<file path="src/rtl/ad7606_emu_pkg.sv">
`default_nettype none
// ============================================================================
//  Module   : ad7606_emu_pkg
//  Purpose  : Shared constants and device state encoding for the AD7606
//             parallel-interface emulator.
//  Revision : 1.0 - initial release
// ============================================================================
package ad7606_emu_pkg;

    localparam int AD_DATA_W  = 16;  // width of one channel word
    localparam int AD_CHN_W   = 3;   // channel tag / read pointer width
    localparam int CONV_CNT_W = 13;  // conversion counter carried in each sample

    // Device operating states
    typedef enum logic [1:0] {
        DEV_RESET = 2'd0,
        IDLE      = 2'd1,
        CONVERT   = 2'd2,
        READY     = 2'd3
    } dev_state_e;

endpackage
`default_nettype wire

</file>
<file path="src/rtl/ad7606_emu_pattern.sv">
`default_nettype none
// ============================================================================
//  Module   : ad7606_emu_pattern
//  Purpose  : Holds the conversion counter and, on a load strobe, snapshots a
//             channel-tagged ramp word {channel, conv_cnt} for every channel.
//  Revision : 1.0 - initial release
// ============================================================================
module ad7606_emu_pattern
    import ad7606_emu_pkg::*;
#(
    parameter int P_CHANNELS = 8
) (
    input  logic                                  i_clk,
    input  logic                                  i_rst,
    input  logic                                  i_load,
    output logic [P_CHANNELS-1:0][AD_DATA_W-1:0]  o_samples
);

    logic [CONV_CNT_W-1:0]                 conv_cnt_q;
    logic [CONV_CNT_W-1:0]                 conv_cnt_d;
    logic [P_CHANNELS-1:0][AD_DATA_W-1:0]  samples_q;
    logic [P_CHANNELS-1:0][AD_DATA_W-1:0]  samples_d;

    assign conv_cnt_d = conv_cnt_q + 1'b1;

    // Each channel word carries its own index in the top bits so a misrouted
    // word is obvious on the receiving side.
    for (genvar n = 0; n < P_CHANNELS; n++) begin : g_ch
        assign samples_d[n] = {AD_CHN_W'(n), conv_cnt_q};
    end

    // Snapshot all channels and advance the counter together on a load
    always_ff @(posedge i_clk or posedge i_rst) begin
        if (i_rst) begin
            conv_cnt_q <= '0;
            samples_q  <= '0;
        end else if (i_load) begin
            conv_cnt_q <= conv_cnt_d;
            samples_q  <= samples_d;
        end
    end

    assign o_samples = samples_q;

endmodule
`default_nettype wire

</file>
<file path="src/rtl/ad7606_emulator.sv">
`default_nettype none
// ============================================================================
//  Module   : ad7606_emulator
//  Purpose  : Device-side model of the AD7606 8-channel ADC in parallel mode.
//             Answers reset/convst/cs/rd with busy, firstdata and ramp data.
//  Options  : AD7606_EMU_OSC_EN - busy time scales with i_ad_osc
//             (P_CONV_CYCLES << osc, osc=7 treated as 0).
//  Revision : 1.0 - initial release
// ============================================================================
module ad7606_emulator
    import ad7606_emu_pkg::*;
#(
    parameter int P_CONV_CYCLES = 200,
    parameter int P_RESET_MIN   = 3,
    parameter int P_CHANNELS    = 8
) (
    input  logic                  i_clk,
    input  logic                  i_rst,
    input  logic                  i_ad_range,
    input  logic [2:0]            i_ad_osc,
    input  logic                  i_ad_reset,
    input  logic                  i_ad_convstA,
    input  logic                  i_ad_convstB,
    input  logic                  i_ad_cs,
    input  logic                  i_ad_rd,
    output logic                  o_ad_busy,
    output logic                  o_ad_firstdata,
    output logic [AD_DATA_W-1:0]  o_ad_data,
    output logic                  o_overrun
);

`ifdef AD7606_EMU_OSC_EN
    localparam int BUSY_W = 22;
`else
    localparam int BUSY_W = 16;
`endif
    localparam int RST_CNT_W = 16;
    localparam int RD_CNT_W  = AD_CHN_W + 1;

    localparam logic [RST_CNT_W-1:0] c_rst_min   = RST_CNT_W'(P_RESET_MIN);
    localparam logic [AD_CHN_W-1:0]  c_last_chn  = AD_CHN_W'(P_CHANNELS - 1);
    localparam logic [RD_CNT_W-1:0]  c_all_reads = RD_CNT_W'(P_CHANNELS);

    dev_state_e               state_q, state_d;
    logic [BUSY_W-1:0]        busy_cnt_q, busy_cnt_d;
    logic [RST_CNT_W-1:0]     rst_cnt_q, rst_cnt_d;
    logic [AD_CHN_W-1:0]      rd_ptr_q, rd_ptr_d;
    logic [RD_CNT_W-1:0]      reads_q, reads_d;
    logic                     rd_q, conv_and_q;
    logic                     busy_q, busy_d;
    logic                     first_q, first_d;
    logic [AD_DATA_W-1:0]     data_q, data_d;
    logic                     overrun_q, overrun_d;

    logic                     w_load;
    logic                     w_trig;
    logic                     w_rd_fall;
    logic                     w_rd_rise;
    logic                     w_rst_hit;
    logic [BUSY_W-1:0]        w_busy_load;
    logic [P_CHANNELS-1:0][AD_DATA_W-1:0] w_samples;
    logic                     w_unused;

    // Range select has no effect on the synthetic data
    assign w_unused = ^{i_ad_range, i_ad_osc};

`ifdef AD7606_EMU_OSC_EN
    logic [2:0] w_osc_eff;
    assign w_osc_eff   = (i_ad_osc == 3'd7) ? 3'd0 : i_ad_osc;
    assign w_busy_load = BUSY_W'(P_CONV_CYCLES) << w_osc_eff;
`else
    assign w_busy_load = BUSY_W'(P_CONV_CYCLES);
`endif

    assign w_trig    = (i_ad_convstA & i_ad_convstB) & ~conv_and_q;
    assign w_rd_fall = rd_q & ~i_ad_rd & ~i_ad_cs;
    assign w_rd_rise = ~rd_q & i_ad_rd & ~i_ad_cs;
    // Fires on the P_RESET_MIN-th consecutive high cycle of the reset strobe
    assign w_rst_hit = i_ad_reset && (rst_cnt_q >= (c_rst_min - 1'b1));

    ad7606_emu_pattern #(
        .P_CHANNELS (P_CHANNELS)
    ) u_pattern (
        .i_clk      (i_clk),
        .i_rst      (i_rst),
        .i_load     (w_load),
        .o_samples  (w_samples)
    );

    // State, counters, strobe history and registered outputs
    always_ff @(posedge i_clk or posedge i_rst) begin
        if (i_rst) begin
            state_q    <= DEV_RESET;
            busy_cnt_q <= '0;
            rst_cnt_q  <= '0;
            rd_ptr_q   <= '0;
            reads_q    <= '0;
            rd_q       <= 1'b1;
            conv_and_q <= 1'b0;
            busy_q     <= 1'b0;
            first_q    <= 1'b0;
            data_q     <= '0;
            overrun_q  <= 1'b0;
        end else begin
            state_q    <= state_d;
            busy_cnt_q <= busy_cnt_d;
            rst_cnt_q  <= rst_cnt_d;
            rd_ptr_q   <= rd_ptr_d;
            reads_q    <= reads_d;
            rd_q       <= i_ad_rd;
            conv_and_q <= i_ad_convstA & i_ad_convstB;
            busy_q     <= busy_d;
            first_q    <= first_d;
            data_q     <= data_d;
            overrun_q  <= overrun_d;
        end
    end

    // Next-state: reset qualification, read port, conversion sequencing
    always_comb begin
        state_d    = state_q;
        busy_cnt_d = busy_cnt_q;
        rd_ptr_d   = rd_ptr_q;
        reads_d    = reads_q;
        busy_d     = busy_q;
        first_d    = first_q;
        data_d     = data_q;
        overrun_d  = 1'b0;
        w_load     = 1'b0;

        if (!i_ad_reset) begin
            rst_cnt_d = '0;
        end else if (rst_cnt_q < c_rst_min) begin
            rst_cnt_d = rst_cnt_q + 1'b1;
        end else begin
            rst_cnt_d = rst_cnt_q;
        end

        if (w_rst_hit || state_q == DEV_RESET) begin
            // Outputs parked at their reset values; leave only once a
            // qualified reset pulse has ended.
            state_d    = DEV_RESET;
            busy_cnt_d = '0;
            rd_ptr_d   = '0;
            reads_d    = '0;
            busy_d     = 1'b0;
            first_d    = 1'b0;
            data_d     = '0;
            if (state_q == DEV_RESET && !i_ad_reset && rst_cnt_q >= c_rst_min) begin
                state_d = IDLE;
            end
        end else begin
            if (i_ad_cs) begin
                data_d  = '0;
                first_d = 1'b0;
            end else if (w_rd_fall) begin
                data_d  = w_samples[rd_ptr_q];
                first_d = (rd_ptr_q == '0);
            end else if (w_rd_rise) begin
                first_d  = 1'b0;
                rd_ptr_d = (rd_ptr_q == c_last_chn) ? '0 : rd_ptr_q + 1'b1;
                reads_d  = (reads_q < c_all_reads) ? reads_q + 1'b1 : reads_q;
            end

            case (state_q)
                IDLE, READY: begin
                    // Trigger assignments come last so they override a
                    // coincident rd rising edge.
                    if (w_trig) begin
                        w_load     = 1'b1;
                        rd_ptr_d   = '0;
                        reads_d    = '0;
                        busy_d     = 1'b1;
                        busy_cnt_d = w_busy_load;
                        state_d    = CONVERT;
                        overrun_d  = (state_q == READY) &&
                                     ((rd_ptr_q != '0) || (reads_q < c_all_reads));
                    end
                end
                CONVERT: begin
                    if (busy_cnt_q <= BUSY_W'(1)) begin
                        busy_d  = 1'b0;
                        state_d = READY;
                    end else begin
                        busy_cnt_d = busy_cnt_q - 1'b1;
                    end
                end
                default: state_d = DEV_RESET;
            endcase
        end
    end

    assign o_ad_busy      = busy_q;
    assign o_ad_firstdata = first_q;
    assign o_ad_data      = data_q;
    assign o_overrun      = overrun_q;

endmodule
`default_nettype wire

</file>
<file path="config.mk">
export PLATFORM = sky130hd
export DESIGN_NAME = ad7606_emulator
export DESIGN_NICKNAME = d
export VERILOG_FILES = /design/src/rtl/ad7606_emu_pkg.sv /design/src/rtl/ad7606_emu_pattern.sv /design/src/rtl/ad7606_emulator.sv
export SDC_FILE = /design/constraint.sdc
export NUM_CORES = 1
export LEC_CHECK = 0
export ABC_AREA = 1
export BUFFER_PORTS_ARGS = -buffer_cell sky130_fd_sc_hd__buf_2
export CAP_MARGIN = 10
export CELL_PAD_IN_SITES_DETAIL_PLACEMENT = 1
export CELL_PAD_IN_SITES_GLOBAL_PLACEMENT = 2
export CORE_MARGIN = 2
export CORE_UTILIZATION = 36
export CTS_CLUSTER_SIZE = 14
export DETAILED_ROUTE_END_ITERATION = 12
export PLACE_DENSITY_LB_ADDON = 0.1
export SYNTH_ARGS = -nofsm -noshare
export SYNTH_HDL_FRONTEND = slang
export SYNTH_SLANG_ARGS = --single-unit
</file>
<file path="constraint.sdc">
create_clock -name i_clk -period 2.6 [get_ports i_clk]
set_input_delay 0.13 -clock i_clk [delete_from_list [all_inputs] [get_ports i_clk]]
set_output_delay 0.13 -clock i_clk [all_outputs]
set_load 0.02 [all_outputs]
</file>
==> results.yml <==
critical_path:
  setup.worst_path.end_class: "register"
  crit_chain: "inv_1 -> ha_1 -> nor2_1 -> nand2_1 -> nor2_1 -> nand2_1 -> nand2_2 -> nand2_2 -> inv_4 -> nand2_1 -> nand2_1 -> nand2_1 -> inv_1"
  critPathLaunchType: "register"
  required_ps: 2890
  cpLargestDelayFamily: "simple AND/OR/NAND/NOR gates"
  slowest_stage: "dfrtp_1"
  reg2reg_from: "rst_cnt_q[0]"
  cpMostUsedCell: "nand2_1"
  r2r_slack_ps: 360
  reg2reg_to: "state_q[0]"
  slowest_delay_ps: 400
  worst-path-stages: 13
  crit_fanout: 13
  crit_type: "register to register"
  endpoint: "state_q[0]"
  worst-path-buf-inv: 3
  ff2ff_path_depth: 13
  arrival_ps: 2530
  crit_start: "rst_cnt_q[0]"
logic_synthesis:
  synthAdderAreaFrac_pct: 2.586
  synth.largest_area_cell: "dfrtp_1"
  synthXorXnorAreaFrac_pct: 3.218
  synth_top_area_share_pct: 50.57
  synth.mux.area_fraction_pct: 0
  synth_warnings: 0
  synth-simple-area-share_pct: 30.83
  ys_types: 34
  syn_area_per_cell_um2: 8.123
  synth_compound_area_share_pct: 4.224
  syn_nets: 556
  synth_area_leaders: "dfrtp_1, nand2_1, nand3_1, inv_1, nor2_1"
  synth_cells: 536
  synth-seq-cells: 89
  ys_seq_area_share_pct: 51.18
  synth_top_family_by_area: "simple AND/OR/NAND/NOR gates"
  syn_area_mm2: 0.004354
timing:
  slew_headroom_pct: 52.81
  whs_ps: 17.73
  timing.final.ws_setup_ps: 363.5
  fin_skew_ps: 7.494
  rsz0062_at_grt: "false"
  fmax_ghz: 0.4471
  fin_crit_ps: 2236
  hold_violations: 0
  tightest_slew_ps: 707.0
  finalCritPeriodShare_pct: 86.02
  setup_viol: 0
  fin_setup_tns_ps: 0
  slew_violations: 0
cells_and_area:
  area_growth_syn_to_layout_pct: 13.68
  seq_area_mm2: 0.002228
  antenna_cells: 0
  utilization_pct: 41.55
  layout-drive-gt1-share_pct: 11.27
  fillerInstances: 1468
  multiInputGateArea_mm2: 0.001779
  nNetsFinal: 583
placed_design:
  hpwl_mm: 7.349
  port_buffers: 25
  pre_cts_slack_ps: 238.1
  routabilityCongestion: 0.8166
routing:
  wl_per_cell_um: 14.62
  routed_wl_mm: 10.46
  drc: 0
  vias: 3473
  vias_per_cell: 4.857
  ant_nets: 0
  drt_iter0_drc: 162
  dr.pass1.iters: 4
power_and_ir_drop:
  p_leak_uw: 0.002702
  ir_drop_mv: 0.4220
  powerDensity_mw_per_mm2: 1027
  finalPower_uw: 5081
clocking:
  clk_pin_slew_ps: 60
  post_cts_buffers: 0
  htree_levels: 3
  cts_tree: "built"
  clock_sinks: 89
  cts_made_buffers: 9
  clock-root-buffer: "clkbuf_16"
  cts_buffer_depth: 2
  insertion_delay_ps: 350
global_routing:
  grt_util_all_layers_pct: 17.36
  antenna_found_initial: 0
  grt_overflow: 0
  first_global_vias: 3559
  grt_max_degree: 52
  grt_pass1_wl_mm: 17.57
floorplan:
  die_h_um: 114.0
  initial_core_util_pct: 36.55
  die_w_um: 114.0
  fp.coreArea_mm2: 0.01191
  io_pins: 30
  rows: 40
  die-area_mm2: 0.01299
worst_hold_path:
  hp-class: "input port to register"
  holdPathStages: 3
outcome:
  status: "complete, no violations"
run:
  drv_cap: 0
## timing repair
action | 4_1_cts | 5_1_grt
hold buffers | 2 | 0
hold endpoints to repair | 39 | 0
setup endpoints to repair | 0 | 1
gates resized for setup | 0 | 1
## stage by stage
stage | cell area [µm²] | instances
finish | 4950 | 715
global route | 4950 | 715
CTS | 4947 | 715
detailed placement | 4632 | 697
global placement | 4632 | 697
floorplan | 4354 | 536
## worst min-delay path by stage
| stage | startpoint | to | slack, ps |
|---|---|---|---|
| 4_1_cts | i_ad_convstB | conv_and_q | 10 |
| 3_5_place_dp | i_rst | rst_cnt_q[6] | 270 |
| 6_report | i_ad_convstB | conv_and_q | 20 |
| 5_1_grt | i_ad_convstB | conv_and_q | 30 |
| 2_1_floorplan | i_ad_rd | rd_q | 130 |
| 3_3_place_gp | i_ad_rd | rd_q | 260 |
## registers in the layout, summed over array words and instances, names as in the netlist
register              cells
o_ad_busy                 1
u_pattern.o_samples      14
reads_q                   4
o_ad_firstdata            1
busy_cnt_q               16
rd_q                      1
rd_ptr_q                  3
rst_cnt_q                16
o_overrun                 1
u_pattern.conv_cnt_q     13
conv_and_q                1
o_ad_data                16
state_q                   2
## synth_stat cells, drive strengths merged
| library cell | count |
|---|---|
| nand2 | 144 |
| dfrtp | 88 |
| nand3 | 78 |
| nor2 | 65 |
| inv | 63 |
| o21ai | 24 |
| xor2 | 14 |
| buf | 13 |
| nor3 | 11 |
| ha | 9 |
| nand4 | 7 |
| clkbuf | 5 |
| a21oi | 4 |
| o21bai | 2 |
| xnor2 | 2 |
| a211oi | 1 |
| a41oi | 1 |
| dfstp | 1 |
| nand3b | 1 |
| nor3b | 1 |
| o31ai | 1 |
| or2 | 1 |
## kinds of logic (layout without fill, tap and decap cells)
group / count (synthesis) / count (layout)
xor+xnor: 16 / 16
flops: 89 / 89
simple gates: 308 / 308
compound gates: 33 / 33
fa+ha+maj: 9 / 9
buf+inv: 81 / 113
## cell usage in the layout, fill, tap and decap left out, drive strengths merged, types with 2 or more instances in the layout
| cell type | synthesis | layout |
|---|---|---|
| nor3 | 11 | 11 |
| clkinv | 0 | 2 |
| xor2 | 14 | 14 |
| nand3 | 78 | 78 |
| nand2 | 144 | 144 |
| buf | 13 | 32 |
| nor2 | 65 | 65 |
| a21oi | 4 | 4 |
| nand4 | 7 | 7 |
| o21bai | 2 | 2 |
| o21ai | 24 | 24 |
| dfrtp | 88 | 88 |
| dlygate4sd3 | 0 | 2 |
| xnor2 | 2 | 2 |
| clkbuf | 5 | 10 |
| ha | 9 | 9 |
| inv | 63 | 63 |
| clkinvlp | 0 | 3 |
## power by group
group,internal (µW),switching (µW)
combinational,586,1250
clock,747,569
sequential,1690,245
## area by class of cell
class / count / area share, %
Clock buffer: 10 / 4.626
Clock inverter: 6 / 1.340
Inverter: 63 / 4.853
Multi-Input combinational cell: 366 / 35.95
Sequential cell: 89 / 45.02
Tap cell: 147 / 3.716
Timing Repair Buffer: 34 / 4.499
## tightest hold or removal path, cell delays in order
cell and delay, ps:
buf_2 70, nand2_1 70, inv_1 60
## layer usage
layer,routed length (µm),GRT usage (%)
met1,5126,22.94
met2,4920,28.06
met3,255,4.463
met4,153,5.447
met5,0,0
(Power assumes the default switching activity.)
